$ cat config.mk
export PLATFORM = sky130hd
export DESIGN_NAME = binary_mul_pipe_bi
export DESIGN_NICKNAME = d
export VERILOG_FILES = /design/src/rtl/binary_mul_pipe_bi.sv
export SDC_FILE = /design/constraint.sdc
export NUM_CORES = 1
export LEC_CHECK = 0
export BUFFER_PORTS_ARGS = -buffer_cell sky130_fd_sc_hd__buf_2
export CAP_MARGIN = 10
export CORE_MARGIN = 3
export CORE_UTILIZATION = 55
export DETAILED_ROUTE_END_ITERATION = 10
export PLACE_DENSITY = 0.84
export SLEW_MARGIN = 40
export SYNTH_ARGS = -nofsm -noshare
export SYNTH_HDL_FRONTEND = slang
export SYNTH_SLANG_ARGS = --single-unit
export TNS_END_PERCENT = 100
$ cat constraint.sdc
create_clock -name clk -period 3.8 [get_ports clk]
set_clock_uncertainty 0.15 [all_clocks]
set_input_delay 0.19 -clock clk [delete_from_list [all_inputs] [get_ports clk]]
set_output_delay 0.19 -clock clk [all_outputs]
set_load 0.05 [all_outputs]
$ cat src/rtl/binary_mul_pipe_bi.sv
// rtl/binary_mul_pipe_bi.sv - fully pipelined signed/unsigned binary multiplier
// Optional saturation of overflowing results: define BINARY_MUL_SAT_EN.
module binary_mul_pipe_bi #(
    parameter int WIDTH      = 5,
    parameter int STAGE_BITS = 1,
    parameter int OUT_W      = 2*WIDTH-1
) (
    input  logic             clk,
    input  logic             rst,
    input  logic             en,
    input  logic             in_valid,
    input  logic             signed_mode,
    input  logic [WIDTH-1:0] A,
    input  logic [WIDTH-1:0] B,
    output logic             out_valid,
    output logic [OUT_W-1:0] P,
    output logic             ovf
);
    localparam int K  = WIDTH / STAGE_BITS;
    localparam int W2 = 2 * WIDTH;

    // Index 0 is the capture stage; index k holds the result of partial-product stage k.
    logic [WIDTH-1:0] a_q   [0:K-1];
    logic [WIDTH-1:0] b_q   [0:K-1];
    logic             m_q   [0:K];
    logic             v_q   [0:K];
    logic [W2-1:0]    acc_q [0:K];
    logic [W2-1:0]    acc_d [1:K];

    logic             out_valid_q;
    logic [OUT_W-1:0] p_q;
    logic             ovf_q;
    logic [OUT_W-1:0] p_d;
    logic             ovf_d;
    logic [W2-1:0]    f;

    // Adds STAGE_BITS multiples of A starting at multiplier bit 'base'; B's MSB weighs -2^(WIDTH-1) when signed.
    function automatic logic [W2-1:0] pp_step(input logic [W2-1:0]    acc,
                                              input logic [WIDTH-1:0] a,
                                              input logic [WIDTH-1:0] b,
                                              input logic             mode,
                                              input int               base);
        logic [W2-1:0]    a_ext;
        logic [W2-1:0]    term;
        logic [W2-1:0]    sum;
        logic [WIDTH-1:0] bs;
        a_ext = mode ? {{WIDTH{a[WIDTH-1]}}, a} : {{WIDTH{1'b0}}, a};
        term  = a_ext << base;
        bs    = b >> base;
        sum   = acc;
        for (int j = 0; j < STAGE_BITS; j++) begin
            if (bs[0]) begin
                if (mode && (base + j == WIDTH - 1))
                    sum = sum - term;
                else
                    sum = sum + term;
            end
            term = term << 1;
            bs   = bs >> 1;
        end
        return sum;
    endfunction

    always_comb begin
        for (int k = 1; k <= K; k++)
            acc_d[k] = pp_step(acc_q[k-1], a_q[k-1], b_q[k-1], m_q[k-1], (k-1)*STAGE_BITS);
    end

    assign f = acc_q[K];

    generate
        if (OUT_W == W2) begin : g_full
            assign ovf_d = 1'b0;
        end else begin : g_narrow
            assign ovf_d = m_q[K] ? (f[W2-1:OUT_W-1] != {(W2-OUT_W+1){f[W2-1]}})
                                  : (f[W2-1:OUT_W] != '0);
        end
    endgenerate

`ifdef BINARY_MUL_SAT_EN
    always_comb begin
        p_d = f[OUT_W-1:0];
        if (ovf_d) begin
            if (!m_q[K])
                p_d = '1;
            else if (f[W2-1])
                p_d = {1'b1, {(OUT_W-1){1'b0}}};
            else
                p_d = {1'b0, {(OUT_W-1){1'b1}}};
        end
    end
`else
    assign p_d = f[OUT_W-1:0];
`endif

    always_ff @(posedge clk or posedge rst) begin
        if (rst) begin
            for (int k = 0; k < K; k++) begin
                a_q[k] <= '0;
                b_q[k] <= '0;
            end
            for (int k = 0; k <= K; k++) begin
                m_q[k]   <= 1'b0;
                v_q[k]   <= 1'b0;
                acc_q[k] <= '0;
            end
            out_valid_q <= 1'b0;
            p_q         <= '0;
            ovf_q       <= 1'b0;
        end else if (en) begin
            a_q[0]   <= A;
            b_q[0]   <= B;
            m_q[0]   <= signed_mode;
            v_q[0]   <= in_valid;
            acc_q[0] <= '0;
            for (int k = 1; k < K; k++) begin
                a_q[k] <= a_q[k-1];
                b_q[k] <= b_q[k-1];
            end
            for (int k = 1; k <= K; k++) begin
                m_q[k]   <= m_q[k-1];
                v_q[k]   <= v_q[k-1];
                acc_q[k] <= acc_d[k];
            end
            // Result registers only load on a valid op so bubbles leave the last product visible.
            out_valid_q <= v_q[K];
            if (v_q[K]) begin
                p_q   <= p_d;
                ovf_q <= ovf_d;
            end
        end
    end

    assign out_valid = out_valid_q;
    assign P         = p_q;
    assign ovf       = ovf_q;
endmodule

=== After elaboration in Yosys (flattened, before gate mapping) ===
Cells that the tools add are included.

* Register bits after elaboration: 123
* Input port bits: 15
* Output and inout port bits: 11
* Logic and storage cells: 49

* Add/sub/neg operators: 5
* Equal/unequal tests: 1
* Multiplexer cells: 12
* Reductions and logical operators: 1

{| class="wikitable"
|+ Operators by type and width
! cell !! count
|-
| $mux W10 || 7
|-
| $add A10 B10 Y10 || 4
|-
| $sub A10 B10 Y10 || 1
|-
| $mux W9 || 1
|-
| $mux W8 || 1
|-
| $mux W7 || 1
|-
| $mux W6 || 1
|-
| $reduce_and A2 Y1 || 1
|-
| $mux W1 || 1
|-
| $ne A1 B1 Y1 || 1
|}

=== Depth between registers and ports, before layout ===
Gate-level depths: netlist of run 1.

* Depth after elaboration: 4
* Depth in mapped cells: 10
* Gate-level depth less buffers: 10

=== Worst setup path after synthesis of run 1 ===
No wires, ideal clock.

* Path kind: flip-flop to flip-flop
* From: register a_q[0] (netlist bit)
* To: register acc_q, in the netlist f[9]
* Setup time: 129 ps
* Arrival time: 1913 ps
* Data required time: 3521 ps
* Setup slack: 1608 ps
* Stages on the path, launching flop included: 10
* Path buffers: 0
* Period minus slack after synthesis: 2192 ps
* Path through: dfrtp_1 inv_1 ha_1 mux2i_1 ha_1 nor2b_1 o31a_1 o21ai_0 o2bb2ai_1 nand3_1

* Cells in the longest elaborated chain, start to end: 4
* Elaborated cells between the ends (all ways): 5
* Classes of those cells: add/sub (2); mux (3)

{| class="wikitable"
|+ RTL lines
! what !! RTL line !! RTL
|-
| start, declared || 23 || <nowiki>logic [WIDTH-1:0] a_q [0:K-1];</nowiki>
|-
| start signal, assigned by index || 117 || <nowiki>a_q[k] <= a_q[k-1];</nowiki>
|-
| $mux W6 * || 47 || <nowiki>a_ext = mode ? {{WIDTH{a[WIDTH-1]}}, a} : {{WIDTH{1'b0}}, a};</nowiki>
|-
| $add A10 B10 Y10 or $sub A10 B10 Y10 (tied branches) || 56, 54 ||
|-
| $mux W10 * || 53 || <nowiki>if (mode && (base + j == WIDTH - 1))</nowiki>
|-
| $mux W10 * || 52 || <nowiki>if (bs[0]) begin</nowiki>
|-
| end signal, assigned by index || 123 || <nowiki>acc_q[k] <= acc_d[k];</nowiki>
|-
| end, declared || 27 || <nowiki>logic [W2-1:0] acc_q [0:K];</nowiki>
|}

Every way passes the cells marked *; elsewhere a longest branch is shown, timed or not.
A chain may end at the register's enable or synchronous reset.

=== Worst setup path after layout of run 1 ===
Ends and elaborated chain as after synthesis.

==> results of run 1 <==
==> worst paths after layout <==
kind,from,end,slack (ns),cells past startpoint
worst max-delay path,a_q[0],f[9],1.35,9
worst min-delay path,en,a_q[11],0.13,3
worst max register to register,a_q[0],f[9],1.35,9
worst min register to register,f[6],f[6],0.34,1
max in group asynchronous,rst,f[7],2.40,4
min in group asynchronous,rst,acc_q[44],0.27,3
==> per-layer routing <==
metal	vias to the layer above	track usage, %	share of wire, %
li1	1756	-	-
met1	1793	23.0	42
met2	55	34.9	54
met3	13	4.26	2.5
met4	0	5.34	1.5
met5	-	0	0
==> placed cells by master (no fill, tap or decap), types with 3 or more instances in the layout <==
master / count
nand2_1: 22
xnor2_1: 10
o21a_1: 4
o21bai_1: 3
mux2_2: 68
nor2_1: 32
a21oi_1: 35
a211o_1: 3
dfrtp_1: 109
nor4_1: 3
fa_1: 4
nand4_1: 3
mux2i_1: 13
inv_1: 24
a21o_1: 9
o21ai_0: 28
ha_1: 25
buf_2: 24
dlygate4sd3_1: 13
a211oi_1: 8
clkbuf_8: 9
buf_4: 6
nand3_1: 12
nor3_1: 7
==> per-stage QoR <==
stage | hold slack (ns) | power [mW] | instances
after floorplan | 0.192 | 2.89 | 473
after global placement | 0.132 | 3.12 | 611
after detailed placement | 0.138 | 3.22 | 611
after CTS | 0.116 | 3.85 | 639
after global routing | 0.153 | 4.12 | 639
final | 0.127 | 3.83 | 639
==> report_power, final <==
| group | internal (mW) | leakage (nW) | switching, mW |
|---|---|---|---|
| Sequential | 1.47 | 1.30 | 0.261 |
| Combinational | 0.669 | 1.29 | 0.808 |
| Clock | 0.241 | 0.0775 | 0.372 |
==> cells by family (layout without fill, tap and decap cells) <==
| family | Yosys count | in the layout | synth area share [%] |
|---|---|---|---|
| mux | 81 | 81 | 16.7 |
| compound gates | 103 | 103 | 11.7 |
| flops | 109 | 109 | 50.8 |
| fa+ha+maj | 29 | 29 | 7.31 |
| simple gates | 93 | 93 | 8.24 |
| buf+inv | 46 | 83 | 3.31 |
| xor+xnor | 12 | 12 | 1.96 |
==> worst register-to-register path, cell delays in order, from the launching register on <==
cell	delay, ns
dfrtp_1	0.40
inv_1	0.07
ha_1	0.29
mux2i_1	0.24
ha_1	0.29
nor2b_1	0.14
o31a_1	0.24
o21ai_0	0.26
o2bb2ai_1	0.17
nand3_1	0.08
==> layout make-up <==
type	instances	share of cell area, %
sequential	109	46.1
timing repair buffer	43	4.99
inverter	25	1.63
clock buffer	11	2.22
multi-input combinational	318	41.7
tap	129	2.73
clock inverter	4	0.592
==> registers in the layout, indices dropped and copies added, names as in the netlist <==
name	cells
b_q	15
acc_q	36
ovf	1
m_q	6
out_valid	1
P	9
a_q	25
v_q	6
f	10
==> what timing repair did <==
item | CTS | global route
setup buffers | 0 | 0
hold buffers | 13 | 0
hold endpoints to repair | 56 | 0
==> results.cfg, run 1 <==
[setup_path]
endpoint_kind = register
start_kind = register
cpPeakStageDelay_ns = 0.40
crit_arrival_ns = 2.54
crit_path_top_delay_cell = dfrtp_1
crit_top_cell = ha_1
crit_required_ns = 3.89
worst-path-max-fanout = 4
critPathKind = reg -> reg
crit_chain = inv_1, ha_1, mux2i_1, ha_1, nor2b_1, o31a_1, o21ai_0, o2bb2ai_1, nand3_1
critical_path_buf_inv_count = 1
crit_family = compound AO/OA/AOI/OAI gates

[die]
die_w_um = 105
rows = 35
ioPinCount = 26
die_area_sq_um = 11000
design.core.area_sq_um = 9370
die_h_um = 105
start_util_pct = 57.3

[global_routing]
grtUsageTotal_pct = 19.3
grt_pass1_vias = 3850
grt-ovfl-total = 0
grt_pass1_wl_mm = 17.5
grt_max_degree = 47
antenna_found_initial = 0

[timing]
layout_min_cycle_time_ns = 2.45
maxSlewHeadroom_pct = 64.6
finalCritPeriodShare_pct = 64.5
setup_tns_ns = 0
rsz0062_at_grt = false
setup_ws_ns = 1.35
worst_slew_pin_slew_ns = 0.531
fmax_mhz = 408
slew_viol_final = 0
setup_viol = 0
hold_viol_final = 0

[logic_synthesis]
synth_edf_count = 0
ys_warn_count = 0
ys_top_cells_by_area = dfrtp_1 51%, mux2_2 14%, ha_1 5.8%, a21oi_1 3.3%, o21ai_0 2.6%
yosysTopAreaCellShare_pct = 50.8
synth_common_cells = 109 x dfrtp_1, 68 x mux2_2, 35 x a21oi_1
yosys_register_bits = 109
seq_area_frac_synth_pct = 50.8
ys_types = 43
synth.most_common_cell = dfrtp_1
syn_area_sq_um = 5370
synth_ff_type = dfrtp_1
yosysTopAreaCell = dfrtp_1
syn_avg_cell_area_sq_um = 11.4
async_reset_ff_share_pct = 100
netlist_instances = 473
syn-num-nets = 517

[detailed_routing]
dr.pass1.iters = 4
ant_nets = 0
wl_mm = 9.57
vias = 3617
drt_iter0_drc = 201
route.detailed.drc = 0
viasPerCell = 5.66
wire_per_inst_um = 15.0

[layout]
diodes = 0
post-route-util_pct = 63.1
nNetsFinal = 550
multi_input_area_sq_um = 2470
postLayoutCellArea_sq_um = 5910
ff_latch_area_sq_um = 2730
drive_gt1_share_pct = 22.4
area_growth_pct = 10.1
fillers = 730

[run]
maxCapViolations = 0

[clocking]
cts_resized = 0
cts_buffers = 9
root_buffer = clkbuf_8
clk_pin_slew_ns = 0.10
cts_max_path_buffers = 2
clk_latency_ns = 0.36
cts_num_sinks = 109
cts_tree = done
htree_num_levels = 3

[placed_design]
hpwlAfterDp_mm = 6.90
pre_cts_ws_ns = 1.37
place_congestion = 0.862
post_dp_cell_area_sq_um = 5620
port_buffers = 25

[pwr]
total_leakage_power_nw = 2.67
peakVddDrop_uv = 285
power_density_nw_per_um2 = 647

[run_status]
status = complete, no violations

[worst_hold_path]
min_path_type = in -> reg
Note: power is estimated with default switching activity, not from simulation.
==> run 2, diff against run 1 <==
--- a/config.mk
+++ b/config.mk
@@ -10,7 +10,7 @@
 export CORE_MARGIN = 3
 export CORE_UTILIZATION = 55
 export DETAILED_ROUTE_END_ITERATION = 10
-export PLACE_DENSITY = 0.84
+export PLACE_DENSITY = 0.86
 export SLEW_MARGIN = 40
 export SYNTH_ARGS = -nofsm -noshare
 export SYNTH_HDL_FRONTEND = slang
==> constraint.sdc (replaced) <==
create_clock -name clk -period 2.1 [get_ports clk]
set_clock_uncertainty 0.15 [all_clocks]
set_input_delay 0.105 -clock clk [delete_from_list [all_inputs] [get_ports clk]]
set_output_delay 0.105 -clock clk [all_outputs]
set_load 0.05 [all_outputs]
==> run 2 against run 1 <==
- the flow now finishes with violations (negative setup slack)
- via count is 4.1% higher
- clock-buffer cell count is 2 lower
- maximum frequency is 8.2% higher
==> results.cfg, run 2 (synthesis gave the netlist of run 1 again) <==
[setup_path]
cpPeakStageDelay_ns = 0.43
crit_arrival_ns = 2.36
endpoint_kind = register
crit_required_ns = 2.19
crit_family = compound AO/OA/AOI/OAI gates
crit_path_top_delay_cell = dfrtp_1
critPathKind = reg -> reg
start_kind = register
r2r_slack_ns = -0.16
worst-path-max-fanout = 3
crit_chain = buf_6, nor3_2, nor2_1, xnor2_1, ha_1, o21a_1, o31a_1, a21oi_2, mux2i_1, a21oi_1
critical_path_buf_inv_count = 1

[die]
rows = 35
design.core.area_sq_um = 9370
ioPinCount = 26
die_w_um = 105
die_area_sq_um = 11000
die_h_um = 105
start_util_pct = 57.3

[timing]
fin_worst_hold_slack_ns = 0.229
rsz0062_at_grt = true
slew_viol_final = 0
setup_ws_ns = -0.165
setup_tns_ns = -0.422
maxSlewHeadroom_pct = 67.1
hold_viol_final = 0
worst_slew_pin_slew_ns = 0.492
layout_min_cycle_time_ns = 2.26
setup_viol = 4
fmax_mhz = 442
finalCritPeriodShare_pct = 108

[global_routing]
grt_pass1_wl_mm = 18.5
antenna_found_initial = 0
grtUsageTotal_pct = 20.6
grt_max_degree = 75
grt_pass1_vias = 4014
grt-ovfl-total = 0

[layout]
largestRegisters = acc_q (36), a_q (25), b_q (15)
regMostFlops = acc_q
layout_commonest_cell = dfrtp_1
diodes = 0
area_growth_pct = 17.6
largest_reg_flops = 36
nNetsFinal = 577
drive_gt1_share_pct = 32.2
fin_cells = 667
post-route-util_pct = 67.4
final_cell_mix = 109 x dfrtp_1, 68 x mux2_2, 31 x nor2_1, 31 x a21oi_1, 30 x buf_4

[run_status]
status = complete, but fails checks
violations = negative setup slack

[run]
maxCapViolations = 0

[pwr]
peakVddDrop_uv = 600
total_leakage_power_nw = 2.83
power_density_nw_per_um2 = 1230

[placed_design]
port_buffers = 25
hpwlAfterDp_mm = 7.25
place_inst = 626
pre_cts_ws_ns = -0.175
place_congestion = 0.906

[clocking]
clk_pin_slew_ns = 0.11
cts_max_path_buffers = 2
root_buffer = clkbuf_8
htree_num_levels = 3
cts_num_sinks = 109
clk_latency_ns = 0.37
cts_tree = done
cts_buffers = 9

[worst_hold_path]
min_path_type = in -> async

[detailed_routing]
ant_nets = 0
wire_per_inst_um = 16.3
wl_met3_um = 382
wl_met2_mm = 5.78
vias = 3765
route.detailed.drc = 0
viasPerCell = 5.64
met1_length_mm = 4.45
wl_mm = 10.9
dr.pass1.iters = 4
highest_layer = met4
drt_iter0_drc = 155
[run 2: repair_timing]
action,in CTS,in global routing
endpoints found under the setup margin,7,11
gates cloned,0,0
pin swaps,9,11
hold buffers,14,0
buffers inserted,4,7
endpoints found under the hold margin,123,0
gates resized for setup,20,12
[run 2: layout make-up]
| cell class | count | area, sq um |
|---|---|---|
| Fill cell | 660 | 3050 |
| Sequential cell | 109 | 2730 |
| Multi-Input combinational cell | 318 | 2610 |
| Timing Repair Buffer | 70 | 517 |
| Tap cell | 129 | 161 |
| Clock buffer | 9 | 124 |
| Inverter | 25 | 97.6 |
| Clock inverter | 7 | 80.1 |
[run 2: routing by layer]
layer	global-route usage, %	vias up
li1	-	1805
met1	23.7	1842
met2	37.5	92
met3	3.95	26
met4	7.97	0
met5	0	-
[run 2: worst register-to-register path, cell delays in order (launching register included)]
cell and delay, ns:
dfrtp_1 0.43, buf_6 0.13, nor3_2 0.16, nor2_1 0.07, xnor2_1 0.14, ha_1 0.34
o21a_1 0.14, o31a_1 0.22, a21oi_2 0.06, mux2i_1 0.19, a21oi_1 0.10
[run 2: through the flow]
stage | power (mW) | area (sq um)
4_1_cts | 7.55 | 6220
3_3_place_gp | 5.75 | 5750
3_5_place_dp | 5.99 | 5750
2_1_floorplan | 5.24 | 5380
6_report | 7.77 | 6320
5_1_grt | 8.27 | 6320
[run 2: power by group]
part           internal [mW]  switching, mW
Clock                  0.571          0.739
Combinational           1.55           1.75
Sequential              2.67          0.491
[run 2: worst paths after layout]
check | start | to | cells after the start
hold / removal | rst | b_q[16] | 4
max in group asynchronous | rst | m_q[2] | 4
hold reg to reg | ovf | ovf | 2
min in group clk | ovf | ovf | 2
setup / recovery | a_q[1] | f[7] | 10
setup reg to reg | a_q[1] | f[7] | 10
==> run 3, diff against run 2 <==
==> constraint.sdc (replaced) <==
create_clock -name clk -period 1.9 [get_ports clk]
set_clock_uncertainty 0.15 [all_clocks]
set_input_delay 0.095 -clock clk [delete_from_list [all_inputs] [get_ports clk]]
set_output_delay 0.095 -clock clk [all_outputs]
set_load 0.05 [all_outputs]
==> run 3 against run 2 <==
- the flow still finishes with violations (negative setup slack)
- non-clock buffer count rose by 35
- worst hold slack worse by 0.20 ns
- maximum frequency up 4.9%
- largest cell class unchanged
==> results.cfg, run 3 (synthesis gave the netlist of run 1 again) <==
[pwr]
peakVddDrop_uv = 708
power_mw = 9.00
total_leakage_power_nw = 3.02
seqPwrFrac_pct = 38.4
p_switching_mw = 3.35
power_density_nw_per_um2 = 1340
power_frac_comb_pct = 45.8
clkPwrFrac_pct = 15.8
sw_frac_of_total_pct = 37.2
intPower_mw = 5.65

[setup_path]
cpPeakStageDelay_ns = 0.50
r2r_slack_ns = -0.26
crit_chain = ha_2, inv_2, fa_2, nor2b_4, o31a_1, o21a_1, or4b_1, nand3_1
critical_path_buf_inv_count = 1
crit_family = simple AND/OR/NAND/NOR gates
crit_required_ns = 2.06
start_kind = register
crit_path_top_delay_cell = or4b_1
critPathKind = reg -> reg
worst-path-max-fanout = 3
crit_arrival_ns = 2.32
endpoint_kind = register

[die]
die_h_um = 105
ioPinCount = 26
die_area_sq_um = 11000
design.core.area_sq_um = 9370
die_w_um = 105
start_util_pct = 57.3
rows = 35

[layout]
fillers = 659
drive_gt1_share_pct = 38.7
regMostFlops = acc_q
diodes = 0
layout_commonest_cell = dfrtp_1
largest_reg_flops = 36
fin_cells = 702
post-route-util_pct = 71.7
nNetsFinal = 612
largestRegisters = acc_q (36), a_q (25), b_q (15)
postLayoutCellArea_sq_um = 6720
area_growth_pct = 25.1
final_cell_mix = 107 x dfrtp_1, 68 x mux2_2, 62 x buf_4, 31 x nor2_1, 27 x a21oi_1

[placed_design]
port_buffers = 25
post_dp_cell_area_sq_um = 6090
place_inst = 659
hpwlAfterDp_mm = 7.59
place_congestion = 0.810

[global_routing]
antenna_found_initial = 0
grt-ovfl-total = 0
grt_max_degree = 54
grtUsageTotal_pct = 20.3
grt_pass1_wl_mm = 18.3
grt_pass1_vias = 4051

[timing]
slew_viol_final = 0
fmax_mhz = 463
layout_min_cycle_time_ns = 2.16
setup_ws_ns = -0.259
hold_viol_final = 0
setup_viol = 11
worst_slew_pin_slew_ns = 0.453
fin_worst_hold_slack_ns = 0.0268
rsz0062_at_grt = true
maxSlewHeadroom_pct = 69.7
finalCritPeriodShare_pct = 114

[detailed_routing]
ant_nets = 0
dr.pass1.iters = 6
route.detailed.drc = 0
viasPerCell = 5.66
wire_per_inst_um = 16.2
vias = 3974
drt_iter0_drc = 239
wl_mm = 11.4

[run]
maxCapViolations = 0

[clocking]
cts_buffers = 9
clk_pin_slew_ns = 0.10
htree_num_levels = 3
cts_tree = done
clk_latency_ns = 0.37
cts_max_path_buffers = 2
root_buffer = clkbuf_8
cts_num_sinks = 109

[run_status]
status = complete, but fails checks
violations = negative setup slack

[worst_hold_path]
min_path_type = in -> reg
run 3: path summary, 6_finish.rpt:
kind,cells after the start,from,endpoint
setup / recovery,8,acc_q[32],acc_q[28]
hold / removal,3,en,f[5]
setup reg to reg,8,acc_q[32],acc_q[28]
hold reg to reg,2,ovf,ovf
max in group asynchronous,4,rst,a_q[6]
min in group asynchronous,3,rst,v_q[1]
run 3: metal layers:
metal  track usage (%)  up-vias  part of all wire [%]
li1                  -     1870                     -
met1              25.2     1971                    42
met2              35.9      108                    53
met3              3.34       25                   3.4
met4              6.84        0                   2.2
met5                 0        -                     0
run 3: area by class of cell:
cell class                 instances  area (sq um)  share of cell area, %
clock buffer                      11           141                   2.10
clock inverter                     5          57.6                  0.856
inverter                          25           100                   1.49
multi-input combinational        318          2710                   40.4
sequential                       109          2730                   40.6
tap                              129           161                   2.40
timing repair buffer             105           818                   12.2
run 3: worst reg2reg max path, stage by stage, from the launching register on:
cell	delay, ns
dfrtp_1	0.39
ha_2	0.21
inv_2	0.06
fa_2	0.22
nor2b_4	0.05
o31a_1	0.26
o21a_1	0.18
or4b_1	0.50
nand3_1	0.08
run 3: power by group through the flow:
stage	Sequential, mW	Clock [mW]	Combinational, mW
2_1_floorplan	3.72	0	2.15
3_3_place_gp	3.41	0	3.32
3_5_place_dp	3.47	0	3.53
4_1_cts	3.42	1.46	3.77
5_1_grt	3.54	1.54	4.48
6_report	3.46	1.42	4.13
run 3: what timing repair did:
action                                 4_1_cts  5_1_grt
buffers inserted                             8        8
pin swaps                                   15       22
setup endpoints to repair                   13       19
endpoints found under the hold margin      121        0
gates resized for setup                     16       29
hold buffers                                13        0
run 3: per-stage QoR:
stage / TNS (ns) / setup WS, ns
after floorplan: -0.579 / -0.218
after global placement: -1.07 / -0.195
after detailed placement: -1.97 / -0.292
after CTS: -1.41 / -0.234
after global routing: -2.76 / -0.339
final: -1.44 / -0.259
